## config.mk

```make
export PLATFORM = sky130hd
export DESIGN_NAME = phase_sequencer
export DESIGN_NICKNAME = d
export VERILOG_FILES = /design/src/rtl/vsmp_pkg.sv /design/src/rtl/phase_sequencer.sv
export SDC_FILE = /design/constraint.sdc
export NUM_CORES = 1
export LEC_CHECK = 0
export BUFFER_PORTS_ARGS = -buffer_cell sky130_fd_sc_hd__buf_2
export CAP_MARGIN = 20
export CORE_UTILIZATION = 42
export DETAILED_ROUTE_END_ITERATION = 10
export PLACE_DENSITY = 0.74
export RECOVER_POWER = 50
export SYNTH_ARGS = -nofsm -noshare
export SYNTH_HDL_FRONTEND = slang
export SYNTH_SLANG_ARGS = --single-unit
```

## constraint.sdc

```tcl
create_clock -name CLK -period 1.68 [get_ports CLK]
set_clock_uncertainty 0.1 [all_clocks]
set_input_delay 0.168 -clock CLK [delete_from_list [all_inputs] [get_ports CLK]]
set_output_delay 0.168 -clock CLK [all_outputs]
set_load 0.01 [all_outputs]
```

## src/rtl/vsmp_pkg.sv

```systemverilog
// vsmp_pkg: shared definitions for the four-word program memory subsystem.
//   - Memory geometry: 4-bit nibbles, 8-bit words {data, instruction}, 2-bit addresses.
//   - Phase codes sent to the memory/CU pair.
//   - Sequencer state enum and small decode helpers.
`timescale 1ns/1ps
package vsmp_pkg;

    localparam int NIB_W  = 4;
    localparam int WORD_W = 2 * NIB_W;
    localparam int ADDR_W = 2;
    localparam int PC_W   = ADDR_W;

    localparam logic [2:0] PH_FETCH = 3'b000;
    localparam logic [2:0] PH_DATA  = 3'b001;
    localparam logic [2:0] PH_EXEC  = 3'b010;
    localparam logic [2:0] PH_ADV   = 3'b011;
    localparam logic [2:0] PH_IDLE  = 3'b100;

    typedef enum logic [2:0] {
        ST_IDLE,
        ST_FETCH,
        ST_DATA,
        ST_EXEC,
        ST_ADV,
        ST_LOAD
    } state_t;

    // Phase code that the memory/CU sees while the sequencer is in state s.
    function automatic logic [2:0] phase_of(input state_t s);
        case (s)
            ST_FETCH: phase_of = PH_FETCH;
            ST_DATA:  phase_of = PH_DATA;
            ST_EXEC:  phase_of = PH_EXEC;
            ST_ADV:   phase_of = PH_ADV;
            default:  phase_of = PH_IDLE;
        endcase
    endfunction

    // True while an instruction cycle is in progress.
    function automatic logic is_running(input state_t s);
        is_running = (s == ST_FETCH) || (s == ST_DATA) ||
                     (s == ST_EXEC)  || (s == ST_ADV);
    endfunction

endpackage

```

## src/rtl/phase_sequencer.sv

```systemverilog
// phase_sequencer: sequences the four-word program memory through
// FETCH -> DATA -> EXEC -> ADV, owns the 2-bit program counter and shares the
// memory write port with an external loader. Every output is a flop.
//
// Ports:
//   CLK       in   system clock, rising edge
//   RST       in   asynchronous, active-high reset
//   RUN       in   level, start execution from IDLE
//   HALT_REQ  in   pulse or level, stop at the next ADV boundary
//   LD_REQ    in   loader write request, held until LD_GNT
//   LD_ADDR   in   loader target word
//   LD_DATA   in   loader word {data nibble, instruction nibble}
//   LD_GNT    out  one-cycle pulse, loader write performed this cycle
//   P         out  phase code to memory/CU
//   PC        out  program counter
//   WE        out  memory write enable
//   WADDR     out  memory write address
//   WDATA     out  memory write data
//   BUSY      out  high during FETCH/DATA/EXEC/ADV
//   WRAP      out  one-cycle pulse after the PC advances 3 -> 0
`timescale 1ns/1ps
module phase_sequencer
    import vsmp_pkg::*;
#(
    parameter int NWORDS = 4
) (
    input  logic              CLK,
    input  logic              RST,
    input  logic              RUN,
    input  logic              HALT_REQ,
    input  logic              LD_REQ,
    input  logic [ADDR_W-1:0] LD_ADDR,
    input  logic [WORD_W-1:0] LD_DATA,
    output logic              LD_GNT,
    output logic [2:0]        P,
    output logic [PC_W-1:0]   PC,
    output logic              WE,
    output logic [ADDR_W-1:0] WADDR,
    output logic [WORD_W-1:0] WDATA,
    output logic              BUSY,
    output logic              WRAP
);

    state_t              state_q, state_d;
    logic [PC_W-1:0]     pc_q, pc_d;
    logic                halt_q, halt_d;
    logic [2:0]          p_q, p_d;
    logic                busy_q, busy_d;
    logic                we_q, we_d;
    logic                gnt_q, gnt_d;
    logic [ADDR_W-1:0]   waddr_q, waddr_d;
    logic [WORD_W-1:0]   wdata_q, wdata_d;
    logic                wrap_q, wrap_d;

    always_comb begin
        // NOTE: every signal gets a default before the case so no path leaves
        // it unassigned; a missing default here would infer a latch.
        state_d = state_q;
        pc_d    = pc_q;
        halt_d  = halt_q;
        we_d    = 1'b0;
        gnt_d   = 1'b0;
        waddr_d = waddr_q;
        wdata_d = wdata_q;
        wrap_d  = 1'b0;

        // A halt request anywhere in the instruction cycle is remembered until
        // the cycle finishes; in IDLE it is ignored.
        if (is_running(state_q) && HALT_REQ) begin
            halt_d = 1'b1;
        end

        case (state_q)
            ST_IDLE: begin
                // The loader wins over RUN so a pending write is never starved.
                if (LD_REQ) begin
                    state_d = ST_LOAD;
                    we_d    = 1'b1;
                    gnt_d   = 1'b1;
                    waddr_d = LD_ADDR;
                    wdata_d = LD_DATA;
                end else if (RUN) begin
                    state_d = ST_FETCH;
                end
            end
            ST_LOAD:  state_d = ST_IDLE;
            ST_FETCH: state_d = ST_DATA;
            ST_DATA:  state_d = ST_EXEC;
            ST_EXEC:  state_d = ST_ADV;
            ST_ADV: begin
                pc_d   = pc_q + 1'b1;
                wrap_d = (pc_q == PC_W'(NWORDS - 1));
                // HALT_REQ seen on this very edge counts as well as the latch;
                // a pending loader also pauses execution here.
                if (halt_q || HALT_REQ || LD_REQ) begin
                    state_d = ST_IDLE;
                    halt_d  = 1'b0;
                end else begin
                    state_d = ST_FETCH;
                end
            end
            default: state_d = ST_IDLE;
        endcase

        // Phase and busy are decoded from the next state so they appear
        // as flops aligned with the state they describe.
        p_d    = phase_of(state_d);
        busy_d = is_running(state_d);
    end

    // NOTE: state registers use non-blocking assignments so every flop samples
    // the pre-edge values regardless of statement order.
    always_ff @(posedge CLK or posedge RST) begin
        if (RST) begin
            state_q <= ST_IDLE;
            pc_q    <= '0;
            halt_q  <= 1'b0;
            p_q     <= PH_IDLE;
            busy_q  <= 1'b0;
            we_q    <= 1'b0;
            gnt_q   <= 1'b0;
            waddr_q <= '0;
            wdata_q <= '0;
            wrap_q  <= 1'b0;
        end else begin
            state_q <= state_d;
            pc_q    <= pc_d;
            halt_q  <= halt_d;
            p_q     <= p_d;
            busy_q  <= busy_d;
            we_q    <= we_d;
            gnt_q   <= gnt_d;
            waddr_q <= waddr_d;
            wdata_q <= wdata_d;
            wrap_q  <= wrap_d;
        end
    end

    assign P      = p_q;
    assign PC     = pc_q;
    assign BUSY   = busy_q;
    assign WE     = we_q;
    assign LD_GNT = gnt_q;
    assign WADDR  = waddr_q;
    assign WDATA  = wdata_q;
    assign WRAP   = wrap_q;

endmodule
```

==> key figures, run 1 <==
Floorplan
  • Die width: 48.4 µm
  • Die area: between 2000 and 2500 µm²
  • I/O pin count: 34
  • Starting density of the core: between 40 and 50%
  • Core area: 2000 µm²
  • Die H: 48.4 µm
  • Row count: 16

Critical path
  • Setup CP Type: reg -> reg
  • CP Data Required Time: 1.77 ns
  • Max incr delay on CP: roughly 0.40 ns
  • WP data arrival: 1.69 ns
  • Worst setup SP type: register
  • CP endpoint kind: register
  • Cells along the critical path: or2_4 > nor3b_4 > buf_4 > mux2_2
  • CP Max Fanout: 6
  • Slowest cell on the critical path: dfrtp_1

Logic synthesis
  • Post-synth EDFFs: 0
  • Syn. warnings: 0
  • Async SR Flop Fraction: 100%
  • Dominant cell type by area after synthesis: dfrtp_1
  • Sequential area share after synthesis: between 60% and 70%
  • Commonest cells post-synth: 21 x dfrtp_1, 9 x mux2_4, 3 x nand2_1
  • Mapped Avg Cell Area: 15.1 µm²
  • Synth Instances: 60
  • Top FF cell, synth: dfrtp_1
  • Post-synth cell types: 25
  • Synth Cell Area: 906 µm²
  • Synthesized Nets: 76
  • Most frequent cell after synthesis: dfrtp_1
  • Post-synth top area share: 58.0%
  • Synth Register Bits: 22
  • Synth top area cells: dfrtp_1 58%, mux2_4 15%, dfstp_2 2.9%, mux2_2 2.5%, nor3b_4 2.1%

Clocking
  • H-Tree Depth: 1
  • Worst-skew pair later-pin latency: 0.29 ns
  • Total CTS buffers: 3
  • Post-CTS Resized: 0
  • Sink Count: 22
  • Clock transition at path regs: 0.12 ns
  • CTS tree: yes
  • Clk buf depth: 2
  • Root Buffer: clkbuf_4

Route
  • DR WL/cell: 13.3 µm
  • Post-route ant nets: 0
  • # DRC: 0
  • Drt pass-1 iters: 2
  • Total number of vias: 664
  • Iter 0 DRT Violations: 3
  • Via-to-Cell Ratio: 4.88
  • WL final: about 1.8 mm

STA
  • Final Setup Violations: 0
  • Slew margin rel.: between 60% and 70%
  • Setup_tns: 0 ns
  • Final worst slack: between 0.08 and 0.09 ns
  • Max frequency: ~630 MHz
  • Final max-slew violation count: 0
  • Worst-Margin Slew: 0.520 ns
  • Period Utilization, post-route: 95.2%
  • RSZ-0062 raised after global routing: no
  • Final-report hold violation count: 0
  • Tmin final: ~1.6 ns

GRT
  • Overall Global Routing Usage: 17.3%
  • Initial antenna violation count: 0
  • Total gr overflow: 0
  • Largest net degree at the start of global routing: 14
  • First-pass GRT wire length: 3.07 mm
  • Vias in the first global route: 679

Power and ir drop
  • Cell Int Power: ~1.4 mW
  • Lkg Pwr: 0.582 nW
  • Psw: 0.748 mW
  • Sw Ratio: 34.0%
  • Final Total Pwr: 2.20 mW
  • Clock Power Share: about an eighth
  • Worst vdd ir: about 0.8 mV
  • Reg power frac: a little over two fifths
  • Combinational share of power: between 40% and 50%
  • P per Cell Area: 1790 nW/µm²

Layout
  • Design Area, Final: 1230 µm²
  • Area Growth Syn to Fin: 35.8%
  • Reg area: 552 µm²
  • ANT cells: 0
  • Multi-input logic area: 327 µm²
  • Share of cells above drive strength 1: 39.4%
  • FILL cells: around 170
  • Fin nets: around 130

Run
  • Max cap viols: 0

Placed design
  • Setup Slack @ Placement: 0.0738 ns
  • Post-place instance area: 1130 µm²
  • Port buffer count: 33
  • Gp weighted congestion: around 0.8
  • Hpwl dp: 1.19 mm

Worst hold path
  • Hold crit path type: in -> reg

Outcome
  • Status: completed
-- sequential cells by signal, indices dropped and copies added (netlist names), 2 cells and up --
name     count
WDATA        8
P            3
state_q      3
PC           2
WADDR        2
-- cell type report --
| cell class | instances | share of cell area, % |
|---|---|---|
| repair buffers | 48 | 22.6 |
| multi-input cells | 34 | 26.6 |
| inverters | 1 | 0.305 |
| flip-flops and latches | 22 | 44.9 |
| clock buffers | 4 | 2.95 |
| well taps | 27 | 2.75 |
-- worst max-delay path: cells and delay by family (launching register included) --
family	cells	cell delay, ns
simple gates	2	0.48
flops	1	0.40
mux	1	0.34
buf+inv	1	0.19
-- metrics by stage --
| step | util (%) | hold WS [ns] | cells |
|---|---|---|---|
| CTS | 62.6 | 0.000208 | 136 |
| global route | 61.4 | 0.00219 | 136 |
| global placement | 56.3 | 0.0869 | 123 |
| finish | 61.4 | 0.0128 | 136 |
| floorplan | - | 0.0565 | 60 |
| detailed placement | 56.3 | 0.0964 | 123 |
-- power by group through the flow --
stage,logic (mW),registers (mW),clock network [mW]
2_1_floorplan,0.538,1.05,0
3_3_place_gp,0.985,0.919,0
3_5_place_dp,1.01,0.936,0
4_1_cts,1.04,0.925,0.293
5_1_grt,1.08,0.966,0.313
6_report,0.993,0.926,0.278
-- per-layer routing --
metal | part of all wire [%] | vias to the layer above | global-route usage [%]
li1 | - | 307 | -
met1 | 42 | 330 | 19.8
met2 | 52 | 25 | 32.4
met3 | 5.0 | 2 | 2.83
met4 | 0.66 | 0 | 5.88
met5 | 0 | - | 0
-- placed cells by master (no fill, tap or decap), drive strengths merged --
cell type    synthesis  final
o41a                 1      1
o2bb2ai              1      1
nor2b                2      2
dfstp                1      1
buf                  3     25
clkbuf               0     18
o41ai                1      1
dfrtp               21     21
xnor2                2      2
and3                 1      1
a211oi               1      1
nor3b                1      1
or4                  1      1
a21o                 1      1
ha                   1      1
or2                  1      1
nand2                3      3
inv                  1      1
a21oi                2      2
dlygate4sd3          0      9
nor2                 2      2
nand2b               1      1
mux2                11     11
nor4                 1      1
-- kinds of logic (layout without fill, tap and decap cells) --
group / Yosys count / count (layout) / share of synthesized area (%)
buf+inv: 4 / 53 / 3.04
mux: 11 / 11 / 17.4
fa+ha+maj: 1 / 1 / 1.38
compound gates: 7 / 7 / 5.94
simple gates: 13 / 13 / 9.39
xor+xnor: 2 / 2 / 1.93
flops: 22 / 22 / 60.9
-- final timing paths --
path | start | end | slack [ns] | cells after the start
worst max-delay path | state_q[1] | WDATA[2] | 0.08 | 4
worst min-delay path | LD_DATA[6] | WDATA[6] | 0.01 | 2
worst max register to register | state_q[1] | WDATA[2] | 0.08 | 4
worst min register to register | PC[0] | PC[0] | 0.42 | 1
max in group asynchronous | RST | P[2] | 0.35 | 4
min in group asynchronous | RST | WADDR[0] | 0.32 | 3
-- repair_timing --
action	in CTS	in global routing
hold endpoints to repair	20	0
hold buffers	9	0
setup buffers	0	0
No activity file was read; power rests on OpenSTA's default activity.
==> run 2, diff against run 1 <==
--- a/config.mk
+++ b/config.mk
@@ -7,10 +7,13 @@
 export LEC_CHECK = 0
 export BUFFER_PORTS_ARGS = -buffer_cell sky130_fd_sc_hd__buf_2
 export CAP_MARGIN = 20
-export CORE_UTILIZATION = 42
+export CELL_PAD_IN_SITES_DETAIL_PLACEMENT = 0
+export CELL_PAD_IN_SITES_GLOBAL_PLACEMENT = 1
+export CORE_UTILIZATION = 33
 export DETAILED_ROUTE_END_ITERATION = 10
-export PLACE_DENSITY = 0.74
+export PLACE_DENSITY = 0.73
 export RECOVER_POWER = 50
+export REMOVE_ABC_BUFFERS = 1
 export SYNTH_ARGS = -nofsm -noshare
 export SYNTH_HDL_FRONTEND = slang
 export SYNTH_SLANG_ARGS = --single-unit
==> run 2 against run 1 <==
Effect of this change:
- global-route usage is 4.7 points lower
- die area is 26% higher
- worst hold slack improved by 0.035 ns
- largest cell class unchanged
==> key figures, run 2 (synthesized netlist as in run 1, its figures left out) <==
Layout
  • Layout Utilization: 50.4% (was 61.4%)
  • FILL cells: 226 (was 174)
  • Area Growth Syn to Fin: 41.7% (was 35.8%)
  • Commonest non-fill, non-tap cells in the layout: 28 x buf_2, 21 x dfrtp_1, 12 x dlygate4sd3_1 (was 21 x dfrtp_1, 21 x buf_2, 14 x clkbuf_1)
  • Share of cells above drive strength 1: 45.1% (was 39.4%)
  • ANT cells: 0 (unchanged)
  • Max reg flops: 8 (unchanged)
  • Fin nets: 130 (was 126)
  • Most common cell after layout, fill and taps aside: buf_2

GRT
  • Overall Global Routing Usage: 12.5% (was 17.3%)
  • Vias in the first global route: 622 (was 679)
  • Initial antenna violation count: 0 (unchanged)
  • Total gr overflow: 0 (unchanged)
  • Largest net degree at the start of global routing: 15 (was 14)
  • First-pass GRT wire length: 2.60 mm (was 3.07 mm)

Critical path
  • CP endpoint kind: register (unchanged)
  • Setup CP Type: reg -> reg (unchanged)
  • WP data arrival: 1.71 ns (was 1.69 ns)
  • Worst setup SP type: register (unchanged)
  • CP Max Fanout: 9 (was 6)
  • CP Data Required Time: 1.78 ns (was 1.77 ns)

Run
  • Max cap viols: 0 (unchanged)

Floorplan
  • Die width: 54.4 µm (was 48.4 µm)
  • Core area: 2540 µm² (was 2000 µm²)
  • Starting density of the core: 35.6% (was 45.3%)
  • Die area: 2960 µm² (was 2350 µm²)
  • Die H: 54.4 µm (was 48.4 µm)
  • Row count: 18 (was 16)
  • I/O pin count: 34 (unchanged)

Placed design
  • Gp weighted congestion: 0.775 (was 0.800)
  • Port buffer count: 33 (unchanged)
  • Setup Slack @ Placement: 0.0749 ns (was 0.0738 ns)

STA
  • Final max-slew violation count: 0 (unchanged)
  • Final-report hold violation count: 0 (unchanged)
  • Slew margin rel.: 72.8% (was 65.3%)
  • Final Setup Violations: 0 (unchanged)
  • Final worst slack: 0.0696 ns (was 0.0805 ns)
  • RSZ-0062 raised after global routing: no (unchanged)
  • Worst-Margin Slew: 0.408 ns (was 0.520 ns)
  • Setup_tns: 0 ns (unchanged)
  • Tmin final: 1.61 ns (was 1.60 ns)
  • Period Utilization, post-route: 95.9% (was 95.2%)
  • Max frequency: 621 MHz (was 625 MHz)

Route
  • Iter 0 DRT Violations: 7 (was 3)
  • DR WL/cell: 12.1 µm (was 13.3 µm)
  • Drt pass-1 iters: 5 (was 2)
  • WL final: 1.73 mm (was 1.81 mm)
  • Via-to-Cell Ratio: 4.57 (was 4.88)
  • Total number of vias: 654 (was 664)
  • Post-route ant nets: 0 (unchanged)
  • # DRC: 0 (unchanged)

Clocking
  • Post-CTS Resized: 0 (unchanged)
  • H-Tree Depth: 1 (unchanged)
  • Total CTS buffers: 3 (unchanged)
  • Clk buf depth: 2 (unchanged)
  • Post-CTS setup buffers: 0 (unchanged)
  • Root Buffer: clkbuf_4 (unchanged)
  • Worst-skew pair later-pin latency: 0.29 ns (about the same)
  • CTS tree: yes (unchanged)
  • Sink Count: 22 (unchanged)
  • Clock transition at path regs: 0.12 ns (about the same)

Power and ir drop
  • Worst vdd ir: 0.843 mV (was 0.797 mV)
  • P per Cell Area: 1720 nW/µm² (was 1790 nW/µm²)
  • Lkg Pwr: 0.622 nW (was 0.582 nW)

Outcome
  • Status: completed (unchanged)

Worst hold path
  • Hold crit path type: in -> reg (unchanged)
## run 2: routing by layer
| metal | vias up | part of all wire, % | GRT usage [%] |
|---|---|---|---|
| li1 | 315 | - | - |
| met4 | 0 | 0 | 1.28 |
| met2 | 20 | 51 | 21.3 |
| met1 | 319 | 43 | 14.8 |
| met3 | 0 | 5.3 | 5.83 |
| met5 | - | 0 | 0 |
## run 2: critical path, cell delays in order (launching register included)
cell and delay [ns]:
dfrtp_1 0.39, or2_4 0.27, nor3b_4 0.25, buf_12 0.17, mux2_2 0.32
## run 2: cell type report
class	instances	area (µm²)	share of cell area, %
Timing Repair Buffer	52	338	26.3
Multi-Input combinational cell	34	327	25.4
Clock buffer	4	26.3	2.05
Sequential cell	22	552	43.0
Tap cell	30	37.5	2.92
Inverter	1	3.75	0.292
## run 2: final timing paths
path,start,end,slack (ns),cells past startpoint
worst min register to register,WADDR[1],WADDR[1],0.42,1
min in group asynchronous,RST,WADDR[0],0.25,3
worst max-delay path,state_q[1],WDATA[2],0.07,4
worst max register to register,state_q[1],WDATA[2],0.07,4
worst min-delay path,LD_REQ,BUSY,0.05,2
max in group asynchronous,RST,P[2],0.55,4
## run 2: report_power, final
part	switching [mW]	leakage (nW)	internal [mW]
clock	0.146	0.0150	0.0923
sequential	0.137	0.263	0.789
combinational	0.457	0.343	0.589
## run 2: through the flow
stage	instances	total power [mW]	instance area [µm²]	hold slack, ns
2_1_floorplan	57	1.55	882	0.0565
3_3_place_gp	127	1.96	1150	0.0395
3_5_place_dp	127	1.99	1150	0.0446
4_1_cts	143	2.26	1300	0.0380
5_1_grt	143	2.37	1280	0.0330
6_report	143	2.21	1280	0.0483
## run 2: repair_timing
item | CTS | global route
setup endpoints to repair | 0 | 0
hold buffers | 12 | 0
hold endpoints to repair | 19 | 0
==> run 3, diff against run 2 <==
--- a/config.mk
+++ b/config.mk
@@ -7,11 +7,9 @@
 export LEC_CHECK = 0
 export BUFFER_PORTS_ARGS = -buffer_cell sky130_fd_sc_hd__buf_2
 export CAP_MARGIN = 20
-export CELL_PAD_IN_SITES_DETAIL_PLACEMENT = 0
-export CELL_PAD_IN_SITES_GLOBAL_PLACEMENT = 1
-export CORE_UTILIZATION = 33
+export CORE_UTILIZATION = 42
 export DETAILED_ROUTE_END_ITERATION = 10
-export PLACE_DENSITY = 0.73
+export PLACE_DENSITY = 0.74
 export RECOVER_POWER = 50
 export REMOVE_ABC_BUFFERS = 1
 export SYNTH_ARGS = -nofsm -noshare
==> run 3 against run 2 <==
Effect of this change:
- clock power grew 67%
- cell area increased by 1.1%
- critical path depth did not move
- fmax is 0.93% higher
==> key figures, run 3 (synthesized netlist as in run 1, its figures left out) <==
Placed design
  • Post-place instance area: 1130 µm² (was 1150 µm²)
  • Port buffer count: 33 (unchanged)
  • Hpwl dp: 1.15 mm
  • Setup Slack @ Placement: 0.0695 ns (was 0.0749 ns)
  • Gp weighted congestion: 0.768 (was 0.775)

STA
  • Hold Slack: 0.0139 ns (was 0.0483 ns)
  • Final-report hold violation count: 0 (unchanged)
  • RSZ-0062 raised after global routing: no (unchanged)
  • Tmin final: 1.60 ns (was 1.61 ns)
  • Max frequency: 627 MHz (was 621 MHz)
  • Final Setup Violations: 0 (unchanged)
  • Slew margin rel.: 64.7% (was 72.8%)
  • Period Utilization, post-route: 95.0% (was 95.9%)
  • Worst-Margin Slew: 0.529 ns (was 0.408 ns)
  • Final max-slew violation count: 0 (unchanged)
  • Final worst slack: 0.0844 ns (was 0.0696 ns)

Power and ir drop
  • Worst vdd ir: 0.948 mV (was 0.843 mV)
  • Lkg Pwr: 0.631 nW (was 0.622 nW)
  • Sw Ratio: 31.6% (was 33.5%)
  • Psw: 0.743 mW (was 0.741 mW)
  • Clock Power Share: 16.9% (was 10.8%)
  • Reg power frac: 39.2% (was 41.9%)
  • Cell Int Power: 1.61 mW (was 1.47 mW)
  • P per Cell Area: 1810 nW/µm² (was 1720 nW/µm²)
  • Combinational share of power: 43.9% (was 47.3%)
  • Final Total Pwr: 2.35 mW (was 2.21 mW)

Layout
  • Most common cell after layout, fill and taps aside: buf_2 (unchanged)
  • ANT cells: 0 (unchanged)
  • Commonest non-fill, non-tap cells in the layout: 28 x buf_2, 21 x dfrtp_1, 12 x dlygate4sd3_1 (unchanged)
  • Reg area: 552 µm² (unchanged)
  • FILL cells: 162 (was 226)
  • Share of cells above drive strength 1: 46.0% (was 45.1%)
  • Max reg flops: 8 (unchanged)
  • Area Growth Syn to Fin: 43.2% (was 41.7%)
  • Multi-input logic area: 327 µm² (unchanged)
  • Layout Utilization: 64.8% (was 50.4%)
  • Design Area, Final: 1300 µm² (was 1280 µm²)
  • Fin nets: 130 (unchanged)

Critical path
  • Max incr delay on CP: 0.39 ns (about the same)
  • WP data arrival: 1.69 ns (was 1.71 ns)
  • Cells along the critical path: or2_4 > nor3b_4 > buf_6 > mux2_4 (was or2_4 > nor3b_4 > buf_12 > mux2_2)
  • Setup CP Type: reg -> reg (unchanged)
  • CP endpoint kind: register (unchanged)
  • Worst setup SP type: register (unchanged)
  • CP Data Required Time: 1.78 ns (about the same)
  • Slowest cell on the critical path: dfrtp_1 (unchanged)
  • CP Max Fanout: 7 (was 9)

Clocking
  • Sink Count: 22 (unchanged)
  • H-Tree Depth: 1 (unchanged)
  • Post-CTS setup buffers: 0 (unchanged)
  • Worst-skew pair later-pin latency: 0.31 ns (was 0.29 ns)
  • Clk buf depth: 2 (unchanged)
  • Clock transition at path regs: 0.12 ns (about the same)
  • Total CTS buffers: 3 (unchanged)
  • CTS tree: yes (unchanged)
  • Root Buffer: clkbuf_4 (unchanged)

GRT
  • First-pass GRT wire length: 3.14 mm (was 2.60 mm)
  • Vias in the first global route: 709 (was 622)
  • Total gr overflow: 0 (unchanged)
  • Initial antenna violation count: 0 (unchanged)
  • Overall Global Routing Usage: 18.4% (was 12.5%)
  • Largest net degree at the start of global routing: 23 (was 15)

Route
  • Iter 0 DRT Violations: 5 (was 7)
  • Drt pass-1 iters: 3 (was 5)
  • Post-route ant nets: 0 (unchanged)
  • Total number of vias: 665 (was 654)
  • # DRC: 0 (unchanged)
  • DR WL/cell: 12.8 µm (was 12.1 µm)
  • WL final: 1.79 mm (was 1.73 mm)
  • Via-to-Cell Ratio: 4.75 (was 4.57)

Floorplan
  • I/O pin count: 34 (unchanged)
  • Starting density of the core: 45.3% (was 35.6%)
  • Die area: 2350 µm² (was 2960 µm²)
  • Die width: 48.4 µm (was 54.4 µm)
  • Row count: 16 (was 18)
  • Core area: 2000 µm² (was 2540 µm²)
  • Die H: 48.4 µm (was 54.4 µm)

Worst hold path
  • Hold crit path type: in -> reg (unchanged)

Run
  • Max cap viols: 0 (unchanged)

Outcome
  • Status: completed (unchanged)
==> run 3: cell count changes in the layout (fill, tap and decap cells not counted) <==
| cell | change |
|---|---|
| bufinv_16 | +1 |
| buf_6 | +1 |
| clkbuf_1 | -1 |
| buf_12 | -1 |
==> run 3: cell type report <==
| class | count | share of cell area, % |
|---|---|---|
| inverters | 1 | 0.289 |
| flip-flops and latches | 22 | 42.5 |
| clock buffers | 3 | 1.74 |
| repair buffers | 52 | 25.4 |
| multi-input cells | 34 | 25.2 |
| well taps | 27 | 2.60 |
| clock inverters | 1 | 2.31 |
==> run 3: per-stage QoR <==
stage | TNS, ns | cells
6_report | 0 | 140
5_1_grt | 0 | 140
4_1_cts | 0 | 140
3_5_place_dp | 0 | 124
3_3_place_gp | 0 | 124
2_1_floorplan | -1.15 | 57
==> run 3: worst max-delay path: cells and delay by family, from the launching register on <==
kind                   cells  cell delay (ns)
flip-flops                 1             0.39
multiplexers               1             0.30
buffers and inverters      1             0.18
AND/OR/NAND/NOR            2             0.51
==> run 3: what timing repair did <==
action                                  CTS  global route
endpoints found under the hold margin    32             0
resized for setup                         0             1
hold buffers                             12             0
endpoints found under the setup margin    0             1
==> run 3: path summary, 6_finish.rpt <==
kind / start / cells after the start / endpoint / slack [ns]
hold reg to reg: WADDR[0] / 1 / WADDR[0] / 0.42
max in group asynchronous: RST / 4 / P[2] / 0.67
setup / recovery: state_q[1] / 4 / WADDR[1] / 0.08
min in group asynchronous: RST / 4 / WDATA[3] / 0.44
hold / removal: LD_REQ / 2 / BUSY / 0.01
setup reg to reg: state_q[1] / 4 / WADDR[1] / 0.08
==> run 3: routing by layer <==
metal | global-route usage [%] | wire, µm
met1 | 20.1 | 732
met2 | 32.6 | 889
met3 | 3.46 | 102
met4 | 11.8 | 66
met5 | 0 | 0
==> run 3: power by group through the flow <==
stage / clock, mW / combinational [mW] / sequential, mW
floorplan: 0 / 0.485 / 1.07
global placement: 0 / 1.00 / 0.921
detailed placement: 0 / 1.03 / 0.930
CTS: 0.415 / 1.06 / 0.921
global route: 0.428 / 1.13 / 0.962
finish: 0.398 / 1.03 / 0.920
